--- src/rtl/serial_subtractor.sv ---
// Bit-serial unsigned subtractor: a - b processed LSB-first through one
// full-subtractor cell with a registered borrow, valid/ready on both sides.
module serial_subtractor #(
   parameter int WIDTH = 8
) (
   input  logic             clk,
   input  logic             rst,
   input  logic             in_valid,
   output logic             in_ready,
   input  logic [WIDTH-1:0] a,
   input  logic [WIDTH-1:0] b,
   output logic             out_valid,
   input  logic             out_ready,
   output logic [WIDTH-1:0] diff,
   output logic             borrow_out,
   output logic             zero,
   output logic             busy
);

   localparam int CNT_W = $clog2(WIDTH + 1);
   localparam logic [CNT_W-1:0] LAST_BIT = CNT_W'(WIDTH - 1);

   typedef enum logic [1:0] {
      S_IDLE,
      S_RUN,
      S_DONE
   } state_t;

   state_t           state_q, state_d;
   logic [WIDTH-1:0] a_sr_q, a_sr_d;
   logic [WIDTH-1:0] b_sr_q, b_sr_d;
   logic [WIDTH-1:0] diff_q, diff_d;
   logic             borrow_q, borrow_d;
   logic [CNT_W-1:0] cnt_q, cnt_d;
   logic             x, y, w;

   always_comb begin
      // NOTE: every signal gets a default before the case so no path leaves it unassigned (no latches).
      state_d  = state_q;
      a_sr_d   = a_sr_q;
      b_sr_d   = b_sr_q;
      diff_d   = diff_q;
      borrow_d = borrow_q;
      cnt_d    = cnt_q;
      x        = a_sr_q[0];
      y        = b_sr_q[0];
      w        = borrow_q;

      case (state_q)
         S_IDLE: begin
            if (in_valid) begin
               a_sr_d   = a;
               b_sr_d   = b;
               diff_d   = '0;
               borrow_d = 1'b0;
               cnt_d    = '0;
               state_d  = S_RUN;
            end
         end
         S_RUN: begin
            diff_d   = {x ^ y ^ w, diff_q[WIDTH-1:1]};
            borrow_d = (~x & y) | (~(x ^ y) & w);
            a_sr_d   = a_sr_q >> 1;
            b_sr_d   = b_sr_q >> 1;
            cnt_d    = cnt_q + CNT_W'(1);
            if (cnt_q == LAST_BIT) begin
               state_d = S_DONE;
            end
         end
         S_DONE: begin
            if (out_ready) begin
               state_d = S_IDLE;
            end
         end
         default: state_d = S_IDLE;
      endcase
   end

   // NOTE: sequential state uses non-blocking assignments so all flops update together on the edge.
   always_ff @(posedge clk or posedge rst) begin
      if (rst) begin
         state_q  <= S_IDLE;
         a_sr_q   <= '0;
         b_sr_q   <= '0;
         diff_q   <= '0;
         borrow_q <= 1'b0;
         cnt_q    <= '0;
      end else begin
         state_q  <= state_d;
         a_sr_q   <= a_sr_d;
         b_sr_q   <= b_sr_d;
         diff_q   <= diff_d;
         borrow_q <= borrow_d;
         cnt_q    <= cnt_d;
      end
   end

   // Outputs decode registered state only; zero is qualified so it reads 0 outside DONE.
   assign in_ready   = (state_q == S_IDLE);
   assign busy       = (state_q == S_RUN);
   assign out_valid  = (state_q == S_DONE);
   assign diff       = diff_q;
   assign borrow_out = borrow_q;
   assign zero       = out_valid && (diff_q == '0);

endmodule

--- config.mk ---
export PLATFORM = sky130hd
export DESIGN_NAME = serial_subtractor
export DESIGN_NICKNAME = d
export VERILOG_FILES = /design/src/rtl/serial_subtractor.sv
export SDC_FILE = /design/constraint.sdc
export NUM_CORES = 1
export LEC_CHECK = 0
export BUFFER_PORTS_ARGS = -buffer_cell sky130_fd_sc_hd__buf_2
export CAP_MARGIN = 20
export CORE_ASPECT_RATIO = 1.75
export CORE_MARGIN = 10
export CORE_UTILIZATION = 55
export DETAILED_ROUTE_END_ITERATION = 12
export PLACE_DENSITY_LB_ADDON = 0.05
export SYNTH_ARGS = -nofsm -noshare
export SYNTH_HDL_FRONTEND = slang
export SYNTH_SLANG_ARGS = --single-unit
--- constraint.sdc ---
create_clock -name clk -period 2.78 [get_ports clk]
set_clock_uncertainty 0.1 [all_clocks]
set_input_delay 0.556 -clock clk [delete_from_list [all_inputs] [get_ports clk]]
set_output_delay 0.556 -clock clk [all_outputs]
set_load 0.01 [all_outputs]
=== Word-level counts from Yosys, hierarchy flattened ===
Cells that the tools add are included.

* Flip-flop bits (word level): 31
* Output and inout bits: 13

* Add/sub/neg operators: 1
* Mux-type cells: 14
* Equal/unequal tests: 6
* Reduce and logical (&&, ||, !) cells: 6
* Bitwise logic cells: 7

{| class="wikitable"
|+ Operator list
! kind !! number
|-
| $pmux W8 S2 || 3
|-
| $mux W8 || 3
|-
| $logic_not A8 Y1 || 1
|-
| $pmux W4 S2 || 1
|-
| $mux W2 || 3
|-
| $pmux W2 S3 || 1
|-
| $add A4 B1 Y4 const B || 1
|-
| $eq A4 B3 Y1 const B || 1
|-
| $mux W4 || 1
|-
| $ne A2 B1 Y1 const B || 2
|-
| $reduce_and A3 Y1 || 1
|-
| $and A1 B1 Y1 || 2
|-
| $eq A2 B1 Y1 const B || 1
|-
| $eq A2 B2 Y1 const B || 1
|-
| $logic_not A2 Y1 || 1
|-
| $ne A2 B2 Y1 const B || 1
|-
| $not A1 Y1 || 2
|-
| $pmux W1 S2 || 1
|-
| $reduce_and A2 Y1 || 1
|-
| $reduce_bool A2 Y1 || 1
|-
| $xor A1 B1 Y1 || 2
|-
| $logic_and A1 B1 Y1 || 1
|-
| $mux W1 || 1
|-
| $or A1 B1 Y1 || 1
|}

=== Longest topological paths before layout ===
* Depth in word-level cells: 5
* Gate-level depth with buffers: 6
* Mapped depth without buffers: 4

=== Worst setup path after synthesis ===
No wires, ideal clock.

* Kind: register to output
* Start point: register state_q[0]
* End point: output port zero
* Stages on the path, launching flop included: 4
* Arrival: 1064 ps
* Path slack: 1060 ps
* Buffers on the path: 1
* Path through: dfrtp_1 buf_2 nor2b_1 and3_1

* Word-level cells in the longest chain between the ends: 2

{| class="wikitable"
|+ RTL lines
! element !! line !! source
|-
| start: declaration || 29 || <nowiki>state_t state_q, state_d;</nowiki>
|-
| start signal: assignment || 89 || <nowiki>state_q <= state_d;</nowiki>
|-
| $eq A2 B2 Y1 || 101 || <nowiki>assign out_valid = (state_q == S_DONE);</nowiki>
|-
| via out_valid || 12 || <nowiki>output logic out_valid,</nowiki>
|-
| $logic_and A1 B1 Y1 || 104 || <nowiki>assign zero = out_valid && (diff_q == '0);</nowiki>
|-
| end: declaration || 16 || <nowiki>output logic zero,</nowiki>
|}

The timed path passes the listed nets, and every way through them passes these cells.

=== Final worst setup path ===
* Start point: register state_q[1]
* End point: output port zero

* Word-level cells in the longest chain between the ends: 2

{| class="wikitable"
|+ RTL lines
! element !! line
|-
| $eq A2 B2 Y1 || 101
|-
| $logic_and A1 B1 Y1 || 104
|}

No other way between the ends.

==> reports/metrics.csv <==
stage;metric;value;unit
yosys;ys async rst share;100.0;%
timing;Peak Freq;452.8;MHz
routing;via count;1101;
clock_tree;Post-CTS Repair Setup Buffers;0;
floorplanning;chip width;58.73;µm
floorplanning;chip height;87.78;µm
place;Final HPWL DP;2264;µm
layout;fin nets;190;
grt;largest net degree at the start of global routing;36;
clock_tree;post-cts repair resize count;0;
setup_path;R2R depth;4;
power;total power;1.703;mW
yosys;Post-synth top flop;dfrtp_1;
power;power per cell area;1014;nW/µm²
routing;Via density;5.675;
floorplanning;Core Region;2492;µm²
yosys;Cell variety after synth;28;
clock_tree;TritonCTS clock tree;yes;
timing;post-route clock period utilization;79.44;%
yosys;Synth Warn #;0;
setup_path;Critical Path End Type;primary output;
clock_tree;CTS sink cnt;31;
layout;Layout area overhead;16.29;%
routing;final WL;3167;µm
hold_path;hold crit path type;input pin to asynchronous set/reset pin;
floorplanning;Top Ports;33;
timing;unrepaired setup endpoints after global routing;no;
routing;DRC viols;0;
place;RePlAce Congestion;0.7540;
timing;setup TNS;0;ns
clock_tree;worst-skew pair later-pin latency;0.28;ns
setup_path;crit path launch type;register;
yosys;Post-synth EDFFs;0;
clock_tree;Hold-fix buffers, CTS;0;
power;Leakage;0.8853;nW
routing;1st-pass router iterations;4;
setup_path;Crit Path Category;register to primary output;
timing;final hold vios;0;
routing;Wirelength per Cell;16.32;µm
power;Max IR drop VDD;0.5522;mV
timing;min Tclk post-route;2.208;ns
routing;DRT antenna net count;0;
floorplanning;Cell Rows;24;
setup_path;crit-path max FO;19;
outcome;status;finished clean;
routing;DR iter-0 viols;45;
timing;worst-margin pin slew;0.5767;ns
layout;register area;775.7;µm²
grt;first-pass GRT wire length;5223;µm
yosys;syn_nets;158;
grt;Total GRT Usage;13.13;%
layout;Multi-input gate area;581.8;µm²
layout;share of post-route cells with drive strength above 1;27.38;%
clock_tree;CTS HTree Levels;2;
setup_path;Req. time, crit path;2.12;ns
floorplanning;Starting Density;57.93;%
timing;max_slew headroom;61.55;%
clock_tree;CTS max path bufs;2;
clock_tree;CTS buffer count;5;
clock_tree;clock root cell;clkbuf_8;
grt;vias in the first global route;1163;
clock_tree;Reg clk slew, reported paths;0.06;ns
yosys;Mapped Area;1444;µm²
layout;final design utilization;67.37;%
setup_path;worst path arrival time;1.55;ns
yosys;Seq/Total Area, Yosys;53.73;%
yosys;Syn Inst Count;136;
place;IO Port Bufs;32;
yosys;syn_area_per_cell;10.62;µm²
place;dpl cell area;1592;µm²
grt;initial antenna violation count;0;
layout;fill count;214;
timing;setup violators final;0;
job;max-cap viol count;0;
grt;remaining global-route overflow;0;
layout;Final Cell Area;1679;µm²
floorplanning;die area;5155;µm²
timing;max-slew violation count;0;
layout;Inserted Diodes;0;
yosys;Synth Register Bits;31;
==> sequential cells by signal, summed over array words and instances, names as in the netlist <==
register / cells
cnt_q: 4
a_sr_q: 8
borrow_out: 1
diff: 8
state_q: 2
b_sr_q: 8
==> per-stage QoR <==
step / cells / setup slack, ns / hold slack, ns
detailed placement: 187 / 0.8635 / 0.3832
floorplan: 136 / 1.060 / 0.3501
CTS: 194 / 0.5508 / 0.2456
finish: 194 / 0.5717 / 0.2421
global placement: 187 / 0.8900 / 0.3698
global route: 194 / 0.4435 / 0.2687
==> power by group <==
group | switching (mW) | internal (mW) | total (mW)
clock | 0.155 | 0.194 | 0.348
combinational | 0.307 | 0.274 | 0.581
sequential | 0.151 | 0.623 | 0.773
==> worst max-delay path, stage by stage (launching register included) <==
cell and delay, ns:
dfrtp_1 0.71, nor2b_1 0.28, and3_1 0.17, buf_2 0.12
==> Yosys cell counts (all sizes together) (2+ instances only) <==
cell	n	share of area (%)
dfrtp	31	54
a21oi	15	5.5
nor4	2	0.87
a22o	11	6.7
nand2b	2	0.87
a32o	2	1.4
nand2	17	4.4
buf	9	4.7
nor2	2	0.52
inv	5	1.3
and3b	14	8.5
o21ai	15	5.2
==> path summary, 6_finish.rpt <==
path / start / to / slack, ns
setup / recovery: state_q[1] / zero / 0.57
hold / removal: rst / b_sr_q[5] / 0.24
setup reg to reg: state_q[1] / cnt_q[3] / 1.01
hold reg to reg: a_sr_q[3] / a_sr_q[3] / 0.39
max in group asynchronous: rst / a_sr_q[4] / 2.06
min in group clk: a_sr_q[3] / a_sr_q[3] / 0.39
==> layout by cell type, fill, tap and decap left out, types with 2 or more instances in the layout <==
master,n
nor4_1,2
nor2_1,2
a32o_1,2
dfrtp_1,31
clkbuf_8,6
o21ai_1,13
buf_4,3
a22o_1,11
buf_2,32
and3b_1,14
nand2b_1,2
o21ai_0,2
inv_1,3
nand2_1,17
a21oi_1,14
inv_2,2
==> area by class of cell <==
cell class | count | area share, %
Clock buffer | 6 | 4.918
Timing Repair Buffer | 35 | 10.88
Multi-Input combinational cell | 90 | 34.65
Inverter | 5 | 1.118
Sequential cell | 31 | 46.20
Tap cell | 26 | 1.937
Clock inverter | 1 | 0.2981
==> cells by family after synthesis <==
| group | after synthesis | synth area share [%] |
|---|---|---|
| muxes | 1 | 0.6933 |
| adders and majority gates | 2 | 2.253 |
| buffers and inverters | 15 | 6.239 |
| DFF | 31 | 53.73 |
| and+or+nand+nor | 40 | 16.38 |
| AOI/OAI and AO/OA | 47 | 20.71 |
==> metal layers <==
metal | vias to the layer above | track usage, % | wire [µm] | part of all wire [%]
met1 | 534 | 13.12 | 1243 | 39
met3 | 2 | 5.942 | 171 | 5.4
li1 | 546 | - | - | -
met2 | 19 | 22.26 | 1715 | 54
met5 | - | 0 | 0 | 0
met4 | 0 | 6.289 | 37 | 1.2
(Power assumes the default switching activity.)
